--- config.mk ---
export PLATFORM = sky130hd
export DESIGN_NAME = noc_stat_collector
export DESIGN_NICKNAME = d
export VERILOG_FILES = /design/src/rtl/noc_stat_pkg.sv /design/src/rtl/noc_serial_div.sv /design/src/rtl/noc_stat_collector.sv
export SDC_FILE = /design/constraint.sdc
export NUM_CORES = 1
export LEC_CHECK = 0
export BUFFER_PORTS_ARGS = -buffer_cell sky130_fd_sc_hd__buf_2
export CORE_AREA = 3 3 230 232
export DETAILED_ROUTE_END_ITERATION = 16
export DIE_AREA = 0 0 233 235
export GPL_TIMING_DRIVEN = 1
export HOLD_SLACK_MARGIN = 0.03
export SETUP_SLACK_MARGIN = 0.5
export SYNTH_ARGS = -nofsm -noshare
export SYNTH_HDL_FRONTEND = slang
export SYNTH_SLANG_ARGS = --single-unit
--- constraint.sdc ---
create_clock -name clk -period 9.35 [get_ports clk]
set_clock_uncertainty 0.2 [all_clocks]
set_input_delay 1.87 -clock clk [delete_from_list [all_inputs] [get_ports clk]]
set_output_delay 1.87 -clock clk [all_outputs]
set_load 0.03 [all_outputs]
--- src/rtl/noc_stat_pkg.sv ---
// Shared widths, router count and FSM state encoding for the NoC statistics collector.
package noc_stat_pkg;

    localparam int ROUTERS = 9;
    localparam int LAT_W   = 10;
    localparam int SUM_W   = 28;
    localparam int GSUM_W  = 32;
    localparam int CNT_W   = 4;
    localparam int TOT_W   = 8;

    typedef enum logic [2:0] {
        S_IDLE,
        S_WAIT,
        S_SCAN,
        S_DIV,
        S_DONE
    } state_t;

endpackage

--- src/rtl/noc_serial_div.sv ---
// Restoring divider, one quotient bit per cycle, W cycles per divide.
module noc_serial_div #(
    parameter int W = 32
) (
    input  logic         clk,
    input  logic         rst_n,
    input  logic         start,
    input  logic [W-1:0] dividend,
    input  logic [W-1:0] divisor,
    output logic [W-1:0] quotient,
    output logic         done
);
    localparam int CW = $clog2(W) + 1;

    logic [W-1:0]  rem, rem_src, rem_nx;
    logic [W-1:0]  q, q_src, q_nx;
    logic [W-1:0]  den, den_src;
    logic [W:0]    shifted;
    logic          fits;
    logic [CW-1:0] count;
    logic          running;

    // The start edge already performs the first iteration on the incoming
    // operands, so done rises W edges after start.
    always_comb begin
        rem_src = start ? '0 : rem;
        q_src   = start ? dividend : q;
        den_src = start ? divisor : den;
        shifted = {rem_src, q_src[W-1]};
        fits    = shifted >= {1'b0, den_src};
        rem_nx  = fits ? W'(shifted - {1'b0, den_src}) : shifted[W-1:0];
        q_nx    = {q_src[W-2:0], fits};
    end

    always_ff @(posedge clk or negedge rst_n) begin
        if (!rst_n) begin
            rem     <= '0;
            q       <= '0;
            den     <= '0;
            count   <= '0;
            running <= 1'b0;
            done    <= 1'b0;
        end else if (start) begin
            rem     <= rem_nx;
            q       <= q_nx;
            den     <= divisor;
            count   <= CW'(1);
            running <= 1'b1;
            done    <= 1'b0;
        end else if (running) begin
            rem   <= rem_nx;
            q     <= q_nx;
            count <= count + CW'(1);
            if (count == CW'(W - 1)) begin
                running <= 1'b0;
                done    <= 1'b1;
            end
        end else begin
            done <= 1'b0;
        end
    end

    assign quotient = q;

endmodule

--- src/rtl/noc_stat_collector.sv ---
// Waits for all routers to finish (or a timeout), scans their latency stats and reports min/max/sum/average.
module noc_stat_collector #(
    parameter int ROUTERS        = noc_stat_pkg::ROUTERS,
    parameter int LAT_W          = noc_stat_pkg::LAT_W,
    parameter int SUM_W          = noc_stat_pkg::SUM_W,
    parameter int GSUM_W         = noc_stat_pkg::GSUM_W,
    parameter int TIMEOUT_CYCLES = 1023
) (
    input  logic                                   clk,
    input  logic                                   rst_n,
    input  logic                                   enable,
    input  logic                                   flush,
    input  logic [ROUTERS-1:0]                     task_receive_finish_flag,
    input  logic [ROUTERS*noc_stat_pkg::CNT_W-1:0] receive_num,
    input  logic [ROUTERS*LAT_W-1:0]               latency_min,
    input  logic [ROUTERS*LAT_W-1:0]               latency_max,
    input  logic [ROUTERS*SUM_W-1:0]               latency_sum,
    output logic                                   stat_busy,
    output logic                                   stat_valid,
    output logic                                   stat_timeout,
    output logic [LAT_W-1:0]                       global_min,
    output logic [LAT_W-1:0]                       global_max,
    output logic [GSUM_W-1:0]                      global_sum,
    output logic [noc_stat_pkg::TOT_W-1:0]         total_received,
    output logic [GSUM_W-1:0]                      avg_latency,
    output logic [15:0]                            run_cycles
);
    import noc_stat_pkg::*;

    state_t            state, next_state;
    logic [3:0]        scan_idx;
    logic [CNT_W-1:0]  sel_num;
    logic [LAT_W-1:0]  sel_min, sel_max;
    logic [SUM_W-1:0]  sel_sum;
    logic [GSUM_W-1:0] sum_next;
    logic [TOT_W-1:0]  tot_next;
    logic              all_flags, timeout_hit, last_idx;
    logic              busy_next, valid_next, div_start, div_done;
    logic [GSUM_W-1:0] div_quot;

    always_comb begin
        sel_num = '0;
        sel_min = '0;
        sel_max = '0;
        sel_sum = '0;
        for (int unsigned i = 0; i < ROUTERS; i++) begin
            if (scan_idx == 4'(i)) begin
                sel_num = receive_num[i*CNT_W +: CNT_W];
                sel_min = latency_min[i*LAT_W +: LAT_W];
                sel_max = latency_max[i*LAT_W +: LAT_W];
                sel_sum = latency_sum[i*SUM_W +: SUM_W];
            end
        end
    end

    assign all_flags   = &task_receive_finish_flag;
    assign timeout_hit = run_cycles == 16'(TIMEOUT_CYCLES - 1);
    assign last_idx    = scan_idx == 4'(ROUTERS - 1);
    assign sum_next    = global_sum + GSUM_W'(sel_sum);
    assign tot_next    = total_received + TOT_W'(sel_num);

    always_ff @(posedge clk or negedge rst_n) begin
        if (!rst_n) state <= S_IDLE;
        else        state <= next_state;
    end

    always_comb begin
        next_state = state;
        case (state)
            S_IDLE: if (enable) next_state = S_WAIT;
            S_WAIT: begin
                if (!enable)                       next_state = S_IDLE;
                else if (all_flags || timeout_hit) next_state = S_SCAN;
            end
            S_SCAN: begin
                if (!enable)       next_state = S_IDLE;
                else if (last_idx) next_state = (tot_next != '0) ? S_DIV : S_DONE;
            end
            S_DIV: begin
                if (!enable)       next_state = S_IDLE;
                else if (div_done) next_state = S_DONE;
            end
            S_DONE:  if (!enable) next_state = S_IDLE;
            default: next_state = S_IDLE;
        endcase
        if (flush) next_state = S_IDLE;
    end

    always_comb begin
        busy_next  = (next_state == S_WAIT) || (next_state == S_SCAN) || (next_state == S_DIV);
        valid_next = next_state == S_DONE;
        div_start  = (state == S_SCAN) && (next_state == S_DIV);
    end

    // Divider is launched on the last scan edge with the final sum/count.
    noc_serial_div #(
        .W(GSUM_W)
    ) u_div (
        .clk      (clk),
        .rst_n    (rst_n),
        .start    (div_start),
        .dividend (sum_next),
        .divisor  (GSUM_W'(tot_next)),
        .quotient (div_quot),
        .done     (div_done)
    );

    always_ff @(posedge clk or negedge rst_n) begin
        if (!rst_n) begin
            stat_busy      <= 1'b0;
            stat_valid     <= 1'b0;
            stat_timeout   <= 1'b0;
            global_min     <= '0;
            global_max     <= '0;
            global_sum     <= '0;
            total_received <= '0;
            avg_latency    <= '0;
            run_cycles     <= '0;
            scan_idx       <= '0;
        end else begin
            stat_busy  <= busy_next;
            stat_valid <= valid_next;
            if (next_state == S_IDLE) begin
                stat_timeout   <= 1'b0;
                global_min     <= '0;
                global_max     <= '0;
                global_sum     <= '0;
                total_received <= '0;
                avg_latency    <= '0;
                run_cycles     <= '0;
                scan_idx       <= '0;
            end else begin
                case (state)
                    S_IDLE: begin
                        global_min <= '1;
                        run_cycles <= '0;
                    end
                    S_WAIT: begin
                        if (run_cycles != '1) run_cycles <= run_cycles + 16'd1;
                        if (next_state == S_SCAN) begin
                            stat_timeout <= !all_flags;
                            scan_idx     <= '0;
                        end
                    end
                    S_SCAN: begin
                        global_sum     <= sum_next;
                        total_received <= tot_next;
                        scan_idx       <= scan_idx + 4'd1;
                        if (sel_num != '0) begin
                            if (sel_min < global_min) global_min <= sel_min;
                            if (sel_max > global_max) global_max <= sel_max;
                        end
                        if (next_state == S_DONE) global_min <= '0;
                    end
                    S_DIV: if (next_state == S_DONE) avg_latency <= div_quot;
                    default: ;
                endcase
            end
        end
    end

endmodule

==> run metrics <==
status finished clean; Area growth syn-to-layout 28.42%; synthesized area 17020 um2; PD cells just under 200 nW/um2; data arrival time of the critical path between 8 and 9 ns; Pwr Total around 4.3 mW; setup_tns 0 ns; Most used DFF post-synth dfrtp_1; Slew @ Worst Pin around 1.1 ns; Post-synth ARST share 1.000; number of buffers created by CTS 27; Clock Tree Buf Depth 3; Synth area leader dfrtp_1; RSZ-0062 raised after global routing no; pin count of the biggest net entering global routing 100; core area about 51000 um2; slew margin rel. 0.2628; CTS tree built; I/O pin count 592; clock network power share 0.262; post-DP HPWL roughly 70 mm; DIE WIDTH between 200 and 250 um; Syn Nets around 2700; #FFs+latches synth ~220; critical path's top delay family compound AO/OA/AOI/OAI gates; Unique masters post-synth 74; worst endpoint required time ~9.6 ns; Critical Path Most Common Cell ha_1; Initial Util 0.3324; WS Path Type flop to flop; CTS sink cnt about 220; initial antenna violation count 5; post-synthesis cell count ~2100; Fmax about 120 MHz; final WL 90.23 mm; Worst VDD drop 189.7 uV; share of cells above drive strength 1 0.2821; Tcrit/Tclk final 0.9076; sequential area share after synthesis 0.3264; total congestion overflow 0; Min Hold Slack about 0.26 ns; Syn Area/Cell approximately 8.1 um2; Antenna Nets Post-Route 0; clock latency on the worst-skew pair 0.56 ns; # nets final between 3000 and 4000; DR vias between 15000 and 20000; # setup viols final 0; vias in the first global route 18710; Layout fillers approximately 5200; WP buf/inv 3; pre-CTS setup slack -0.4878 ns; sw frac 0.3871; Die Y between 200 and 250 um; final worst slack just under 0.9 ns; Tot GR Track Use 0.3175; Std-Cell Rows between 80 and 90; Synth top area share 0.3264; CP max stage cell and2_2; Final Hold Vio Count 0; Cell Int Power ~2.6 mW; initial drt markers 1888; hold buffers post-CTS 0; Routed WL per cell 27.15 um; min cycle time layout roughly 8.5 ns; EDFF count, synth 0; Worst Setup End Kind flop; slowest stage delay, CP about 0.56 ns; Startpoint Class flop; Comb pwr share 0.436; main area contributors after synthesis dfrtp_1 33%, ha_1 6.7%, nor2_1 5.4%, a21oi_1 5.0%, nand2_1 4.3%; Residual DRC 0; TritonRoute pass-1 iters 6; PortBufs between 500 and 600; total leakage power around 10 nW; final RePlAce weighted congestion 1.083; crit-path max FO 27; CTS H-tree depth 1; sw power roughly 1.6 mW; max-slew violations 0; Max Cap Viol 0; clk slew on worst S/H paths roughly 0.060 ns; total setup buffers inserted after CTS 0; Hold WC Path Type flop to flop; first-pass GRT wire length 129.5 mm; Synthesis Warnings 0; sequential power share 0.302; die area ~55000 um2; root buf cell clkbuf_16; DR vias/cell approximately 5.8
[registers in the layout (all words and copies together) (netlist names)]
register	cells
global_min	10
u_div.running	1
u_div.count	6
scan_idx	4
global_sum	32
stat_timeout	1
total_received	8
global_max	10
state	3
u_div.quotient	32
stat_valid	1
u_div.done	1
stat_busy	1
run_cycles	16
u_div.rem	32
avg_latency	32
u_div.den	32
[logic make-up after synthesis]
family          Yosys count  share of synthesized area
xor+xnor                 74                    0.03808
buf+inv                 225                    0.05154
fa+ha+maj                94                    0.07043
simple gates            694                     0.1878
flops                   222                     0.3264
mux                      52                    0.03066
compound gates          728                     0.2950
[worst reg2reg max path: cells and delay by family, from the launching register on]
| kind | cells | cell delay (ns) |
|---|---|---|
| AOI/OAI and AO/OA | 17 | 3.98 |
| xor gates and xnor gates | 1 | 0.18 |
| buffers and inverters | 3 | 0.72 |
| and+or+nand+nor | 5 | 1.55 |
| muxes | 1 | 0.23 |
| adders and majority gates | 3 | 1.05 |
| DFF | 1 | 0.44 |
[synth_stat cells (all sizes together) (6+ instances only)]
cell type  count
a221oi        69
o31ai          7
ha            91
a22oi         33
a221o         25
a21o          25
or3           10
nor4           7
a31oi         18
nand2        195
nand4         19
o21ai        114
xnor2         37
nand3         34
dfrtp        222
nand2b         7
clkbuf       124
or4            8
nor3          55
nor2         247
o211ai        31
a21boi         6
inv           78
a32oi         11
and3          11
o22ai         24
mux2i         51
o21a          17
buf           23
a22o          29
o21bai         8
a211oi        81
a311oi        18
nor2b         31
a2bb2oi       11
and2          47
xor2          37
a21oi        169
[cell usage in the layout, fill, tap and decap left out, types with 50 or more instances in the layout]
cell      count
mux2i_1      50
o21ai_0      97
buf_2       590
buf_4        54
dfrtp_1     221
ha_1         91
a211oi_1     79
a21oi_1     169
nand2_1     191
inv_1        78
a221oi_1     63
nor2_1      242
nor3_1       52
[power by group through the flow]
stage	combinational, mW	sequential, mW	clock (mW)
final	1.85	1.29	1.12
after global placement	1.76	1.29	0
after detailed placement	1.79	1.30	0
after CTS	1.82	1.28	1.14
after floorplan	1.30	1.25	0
after global routing	2.05	1.31	1.18
[layout make-up]
class                   count  area [um2]  area share
diodes                      2       5.005   0.0002290
clock buffers              38       757.0     0.03463
clock inverters            12       180.2    0.008244
inverters                  78       292.8     0.01340
multi-input cells        1644       10800      0.4942
flip-flops and latches    222        5557      0.2542
well taps                 680       850.8     0.03893
repair buffers            647        3413      0.1562
[per-stage QoR]
| stage | area (um2) | utilization | std cells |
|---|---|---|---|
| after floorplan | 17020 | - | 2089 |
| after global placement | 20750 | 0.4054 | 3269 |
| after global routing | 21860 | 0.4269 | 3323 |
| final | 21860 | 0.4269 | 3323 |
| after CTS | 21740 | 0.4246 | 3320 |
| after detailed placement | 20750 | 0.4054 | 3269 |
[path summary, 6_finish.rpt]
path	start	end	slack, ns	depth (start not counted)
setup / recovery	scan_idx[0]	u_div.rem[21]	0.86	30
hold / removal	u_div.den[11]	u_div.den[11]	0.26	2
setup reg to reg	scan_idx[0]	u_div.rem[21]	0.86	30
hold reg to reg	u_div.den[11]	u_div.den[11]	0.26	2
max in group asynchronous	rst_n	u_div.quotient[21]	6.27	2
min in group asynchronous	rst_n	u_div.den[13]	1.16	1
[per-layer routing]
layer,track usage,up-vias,share of wire
li1,-,8807,-
met1,0.4177,9464,0.41
met2,0.5117,887,0.47
met3,0.06571,142,0.079
met4,0.1189,0,0.044
met5,0,-,0
[timing repair]
| action | in CTS | in global routing |
|---|---|---|
| endpoints found under the setup margin | 33 | 33 |
| cloned | 1 | 1 |
| pin swaps | 1 | 2 |
| resized for setup | 10 | 15 |
No activity file was read; power rests on OpenSTA's default activity.
